File: src/rtl/call_stack.sv
// LIFO return-address/data stack with a registered top-of-stack and a DEPTH-1 entry backing array.
// Optional sticky overflow/underflow flags are enabled by defining STACK_ERR_FLAGS_EN.
module call_stack #(
   parameter int WIDTH = 16,
   parameter int DEPTH = 16
) (
   input  logic                         i_clk,
   input  logic                         i_reset_n,
   input  logic                         i_push,
   input  logic                         i_pop,
   input  logic [WIDTH-1:0]             i_bus_data,
   output logic [WIDTH-1:0]             o_stack_data,
   output logic                         o_empty,
   output logic                         o_full,
   output logic [$clog2(DEPTH+1)-1:0]   o_count
`ifdef STACK_ERR_FLAGS_EN
   ,
   output logic                         o_overflow,
   output logic                         o_underflow,
   input  logic                         i_err_clr
`endif
);

   localparam int CNT_W = $clog2(DEPTH+1);
   localparam int IDX_W = (DEPTH > 2) ? $clog2(DEPTH-1) : 1;

   logic [WIDTH-1:0] top;
   logic [WIDTH-1:0] mem [DEPTH-1];
   logic [CNT_W-1:0] count;
   logic [IDX_W-1:0] wr_idx;
   logic [IDX_W-1:0] rd_idx;
   logic             empty;
   logic             full;
   logic             push_only;
   logic             pop_only;

   always_comb begin
      empty     = (count == '0);
      full      = (count == CNT_W'(DEPTH));
      push_only = i_push && !i_pop;
      pop_only  = i_pop && !i_push;
      wr_idx    = IDX_W'(count - CNT_W'(1));
      rd_idx    = IDX_W'(count - CNT_W'(2));
   end

   // The old top spills into the array only when a push lands on a non-empty, non-full stack.
   always_ff @(posedge i_clk) begin
      if (i_reset_n && push_only && !full && !empty)
         mem[wr_idx] <= top;
   end

   always_ff @(posedge i_clk) begin
      if (!i_reset_n) begin
         count <= '0;
         top   <= '0;
      end else if (i_push && i_pop) begin
         top <= i_bus_data;
         if (empty)
            count <= CNT_W'(1);
      end else if (push_only) begin
         if (!full) begin
            top   <= i_bus_data;
            count <= count + CNT_W'(1);
         end
      end else if (pop_only) begin
         if (count > CNT_W'(1)) begin
            top   <= mem[rd_idx];
            count <= count - CNT_W'(1);
         end else if (count == CNT_W'(1)) begin
            top   <= '0;
            count <= '0;
         end
      end
   end

`ifdef STACK_ERR_FLAGS_EN
   // A new error on the same edge as a clear leaves the flag set.
   always_ff @(posedge i_clk) begin
      if (!i_reset_n) begin
         o_overflow  <= 1'b0;
         o_underflow <= 1'b0;
      end else begin
         if (push_only && full)
            o_overflow <= 1'b1;
         else if (i_err_clr)
            o_overflow <= 1'b0;
         if (i_pop && empty)
            o_underflow <= 1'b1;
         else if (i_err_clr)
            o_underflow <= 1'b0;
      end
   end
`endif

   always_comb begin
      o_stack_data = empty ? '0 : top;
      o_empty      = empty;
      o_full       = full;
      o_count      = count;
   end

endmodule
File: config.mk
export PLATFORM = sky130hd
export DESIGN_NAME = call_stack
export DESIGN_NICKNAME = d
export VERILOG_FILES = /design/src/rtl/call_stack.sv
export SDC_FILE = /design/constraint.sdc
export NUM_CORES = 1
export LEC_CHECK = 0
export ABC_AREA = 1
export CORE_UTILIZATION = 60
export DETAILED_ROUTE_END_ITERATION = 8
export PLACE_DENSITY_LB_ADDON = 0.15
export SYNTH_ARGS = -nofsm -noshare
export SYNTH_HDL_FRONTEND = slang
export SYNTH_SLANG_ARGS = --single-unit
File: constraint.sdc
create_clock -name i_clk -period 4.54 [get_ports i_clk]
set_input_delay 0.908 -clock i_clk [delete_from_list [all_inputs] [get_ports i_clk]]
set_output_delay 0.908 -clock i_clk [all_outputs]
set_load 0.01 [all_outputs]
# Word level (Yosys, flattened, before mapping)
# Memory sizes are Yosys's and may differ from the RTL's.
# Cells that the tools add are included.
# W data, S select, Z words.
totals:
  regBits: 21
  latch_bits: 0
  mem_bits_rw: 240
  rom_bits: 0
  in_bits: 20
  output_inout_bits: 23
  word_cells: 42
  memories: 1
memory_table:
  columns: ["name", "depth", "width", "rd", "rd_clocked_by_memory_dff", "wr", "line", "rtl"]
  rows:
  - ["mem", 15, 16, 1, 0, 1, "28", "logic [WIDTH-1:0] mem [DEPTH-1];"]
classes:
  addsub: 3
  multipliers: 0
  div: 0
  magnitude_cmp: 1
  eq_ne: 4
  shift: 0
  muxes: 16
  bitwise_logic: 0
  n_reduce_logical: 15
ops:
  columns: ["op", "n"]
  rows:
  - ["$mux W16", 7]
  - ["$mux W5", 7]
  - ["$logic_and A1 B1 Y1", 6]
  - ["$add A5 B1 Y5 const B", 1]
  - ["$eq A5 B1 Y1 const B", 1]
  - ["$eq A5 B5 Y1 const B", 1]
  - ["$gt A5 B1 Y1 const B", 1]
  - ["$logic_not A5 Y1", 1]
  - ["$sub A5 B1 Y5 const B", 1]
  - ["$logic_not A1 Y1", 4]
  - ["$reduce_and A4 Y1", 1]
  - ["$reduce_bool A4 Y1", 1]
  - ["$sub A4 B2 Y4 const B", 1]
  - ["$ne A3 B2 Y1 const B", 1]
  - ["$reduce_and A3 Y1", 1]
  - ["$reduce_bool A3 Y1", 1]
  - ["$mux W1", 2]
  - ["$ne A2 B2 Y1 const B", 1]

# Longest topological paths before layout
logic_depth:
  depth_word: 7
  depth_mapped: 16
  depth_no_buf: 13

# Worst setup path before layout
# OpenSTA, ideal clock, no wires.
synth_path:
  path_kind: "reg-to-output"
  from: "reg count[1] (netlist: o_count[1])"
  to: "out o_stack_data[11]"
  arrival_time_ns: 1.943
  required_ns: 3.632
  slack_ns: 1.689
  stages_incl_launch_ff: 12
  path_buffers: 4
  cell_sequence: "dfxtp_1 -> buf_2 -> inv_1 -> buf_2 -> buf_2 -> ha_1 -> nand2_2 -> nor2_1 -> inv_2 -> buf_2 -> nand2_1 -> inv_1"
synth_between:
  elab_chain_cells: 2
synth_lines:
  columns: ["item", "line", "rtl"]
  rows:
  - ["start: declaration", "29", "logic [CNT_W-1:0] count;"]
  - ["start signal: assignment", "63", "count <= count + CNT_W'(1);"]
  - ["start signal: assignment", "68", "count <= count - CNT_W'(1);"]
  - ["$logic_not A5 Y1", "38", "empty = (count == '0);"]
  - ["via o_empty", "13", "output logic o_empty,"]
  - ["$mux W16", "96", "o_stack_data = empty ? '0 : top;"]
  - ["end: declaration", "12", "output logic [WIDTH-1:0] o_stack_data,"]
# The timed path passes the listed nets, and every way through them passes these cells.

# Worst setup path after layout
layout_path:
  from: "reg count[0] (netlist: o_count[0])"
  to: "out o_stack_data[15]"
layout_between:
  elab_chain_cells: 2
layout_lines:
  columns: ["item", "line"]
  rows:
  - ["$logic_not A5 Y1", "38"]
  - ["$mux W16", "96"]
# No other way between the ends.

==> results.md <==
* Initial Utilization at 0.616
* Share of cells above drive strength 1 at 0.0955
* Total length of routed met2 wires at 12.6 mm
* Die ar. at 0.0190 mm2
* Slew @ Worst Pin at 1200 ps
* Post-synth cell types at 26
* Antenna Violating Nets Remaining at 0
* Seq/Total Area, Yosys at 0.687
* Warnings from Yosys at 0
* Fin. Hold Viols at 0
* Highest routed layer: met4
* M1 WL at 11.1 mm
* CTS tree: done
* DRT iter0 DRCs at 843
* Worst Setup SP: o_count[0]
* Post-Syn Instances at 1,021
* FF-to-FF End: mem[10][9]
* DRC viols at 0
* TritonCTS buffer count at 26
* Critical path destination: o_stack_data[15]
* Adder-cell share of the synthesized area at 0.00902
* Clock root cell: clkbuf_16
* Reg2reg start: o_count[1]
* Critical Path Max Stage Delay at 550 ps
* Syn avg cell area at 10.9 um2
* Routed vias at 7,554
* Syn-to-layout area delta at 12.5%
* Total Nets Final at 1,079
* Fin. max-slew vios at 0
* Crit path DAT at 2880 ps
* Worst Setup Start Kind: flop
* Vias in the first global route at 7,132
* Total track usage at 0.296
* Status: finished clean
* Inst Count DP at 1,252
* CP required at 3630 ps
* Setup_tns at 0 ps
* CP cell instances: clkinv_2, ha_1, nand2_2, nor2_1, inv_2, nand2_1, inv_1, clkdlybuf4s50_1
* Min Hold Slack at 741 ps
* Worst VDD drop at 0.000737 V
* Crit path kind: flop to output port
* # fillers at 1,368
* Cts hold-fix bufs at 0
* CTS Sinks at 261
* FF-to-FF path depth at 9
* Dpl hpwl at 16.0 mm
* Register area at 0.00763 mm2
* Post-synthesis register bit count at 261
* Max clock buf depth at 3
* P per Cell Area at 694 mW/mm2
* Max H-tree Level at 1
* Synth Area in Simple Gates at 0.235
* Post_cts resized at 0
* Per-cell routed wire length at 21.0 um
* Layout Skew at 18.4 ps
* Mapped Area at 0.0111 mm2
* Core area at 0.0180 mm2
* Post-route clock period utilization at 0.834
* Clock Pin Slew Worst Setup and Hold Paths at 60 ps
* Setup crit end kind: output port
* Fin crit period at 3780 ps
* Main combinational cell family by area after synthesis: simple AND/OR/NAND/NOR gates
* RSZ-0062 raised after global routing: no
* Hold Path Class: flop to flop
* Non-Filler Instances at 1,297
* Grt ovf at 0
* Inserted Diodes at 0
* Max Clk Rate at 264 MHz
* Vias/cell at 5.82
* Post-CTS Repair Setup Buffers at 0
* DRT Pass-1 Iters at 5
* Design Area, Final at 0.0125 mm2
* R2R setup slack at 1520 ps
* Crit-path max FO at 23
* Die width at 138 um
* Site row count at 49
* Multi-input logic area at 0.00298 mm2
* Max-capacitance violation count at 0
* Synth Area in XOR/XNOR at 0.00158
* Worst rel slew slack at 0.200
* Total Routed Length at 27.3 mm
* Worst-Skew Late Latency at 530 ps
* I/O Buffers at 42
* Final setup viols at 0
* Post-synthesis mux area share at 0
* Synth Net Count at 1,049
* Routability cong. at 0.893
* I/O Pins at 43
* Leak at 4.74 nW
* Pwr Total at 0.00866 W
* Initial antenna violation count at 0
* First-pass GRT wire length at 40.9 mm
* CP max-delay cell: clkdlybuf4s50_1
* Compound-Gate Fraction of Synth Area at 0.0197
* Die H at 138 um
* Maximum number of pins on one net before global-route repair at 99
* Placement Cell Area at 0.0117 mm2
* Met3 WL at 2.81 mm
==> cell usage after synthesis <==
| cell | number | area [um2] |
|---|---|---|
| o21ai_1 | 1 | 5.00 |
| edfxtp_1 | 240 | 7210 |
| dfxtp_1 | 21 | 420 |
| inv_1 | 52 | 195 |
| buf_4 | 10 | 75.1 |
| inv_2 | 5 | 18.8 |
| buf_6 | 4 | 45.0 |
| nand2_1 | 293 | 1100 |
| nand2_2 | 5 | 31.3 |
| a21oi_2 | 2 | 17.5 |
| nor2_2 | 1 | 6.26 |
| nand2_4 | 1 | 11.3 |
| xor2_1 | 1 | 8.76 |
| ha_1 | 8 | 100 |
| nand3_1 | 224 | 1120 |
| xnor2_1 | 1 | 8.76 |
| nor2_1 | 49 | 184 |
| buf_1 | 6 | 22.5 |
| o22ai_1 | 1 | 6.26 |
| nor2_4 | 5 | 56.3 |
| o21ai_0 | 20 | 100 |
| inv_4 | 1 | 6.26 |
| a21oi_1 | 18 | 90.1 |
| clkbuf_1 | 18 | 67.6 |
| or2_2 | 16 | 100 |
| buf_2 | 18 | 90.1 |
==> logic make-up after synthesis <==
kind of cell / count (synthesis)
flip-flops: 261
buffers and inverters: 114
XOR/XNOR: 2
AND/OR/NAND/NOR: 594
AO/OA/AOI/OAI: 42
adder cells (fa/ha/maj): 8
==> stage by stage <==
step | setup slack, ps | utilization
after floorplan | 1690 | -
after global placement | 1180 | 0.647
after detailed placement | 1130 | 0.647
after CTS | 763 | 0.692
after global routing | 624 | 0.692
final | 756 | 0.692
==> area by class of cell <==
cell class              count  share of cell area
flip-flops and latches    261               0.612
multi-input cells         646               0.239
inverters                  58              0.0177
clock buffers              36              0.0602
repair buffers             58              0.0433
clock inverters             9             0.00521
well taps                 229              0.0230
==> where the power goes <==
part           internal (W)  switching [W]
clock               0.00120       0.000853
sequential          0.00301       0.000386
combinational      0.000974        0.00224
==> worst min path at each step <==
| stage | cells after the start | start | end | slack [ps] |
|---|---|---|---|---|
| final | 4 | o_count[2] | o_count[2] | 740 |
| after CTS | 1 | top[1] | mem[10][1] | 740 |
| after global placement | 3 | o_count[0] | o_count[0] | 710 |
| after detailed placement | 3 | o_count[0] | o_count[0] | 730 |
| after floorplan | 0 | top[0] | mem[0][0] | 590 |
| after global routing | 1 | top[1] | mem[2][1] | 770 |
==> routing by layer <==
metal	track usage	vias to the layer above
li1	-	3550
met1	0.406	3565
met2	0.469	381
met3	0.0654	58
met4	0.0984	0
met5	0	-
==> registers in the layout (all words and copies together) (netlist names) <==
name	count
o_count	5
mem	240
top	16
==> layout by cell type, fill, tap and decap left out, types with 2 or more instances in the layout <==
cell,Yosys,final
nor2_1,49,35
o21ai_0,20,20
a21oi_1,18,18
dfxtp_1,21,19
nor2_4,5,5
inv_1,52,51
clkbuf_8,0,2
or2_2,16,16
clkdlybuf4s50_1,0,42
nand3_1,224,224
nor2_2,1,15
clkbuf_16,0,28
ha_1,8,8
edfxtp_1,240,240
nand2_1,293,293
clkinv_2,0,2
inv_2,5,5
a21oi_2,2,2
clkinv_1,0,6
buf_4,10,16
clkbuf_1,18,6
nand2_2,5,5
==> worst max-delay path, delay by kind of cell, from the launching register on <==
kind / cells / cell delay, ps
fa+ha+maj: 1 / 320
flops: 1 / 520
simple gates: 3 / 270
buf+inv: 4 / 1220
(Power assumes the default switching activity.)
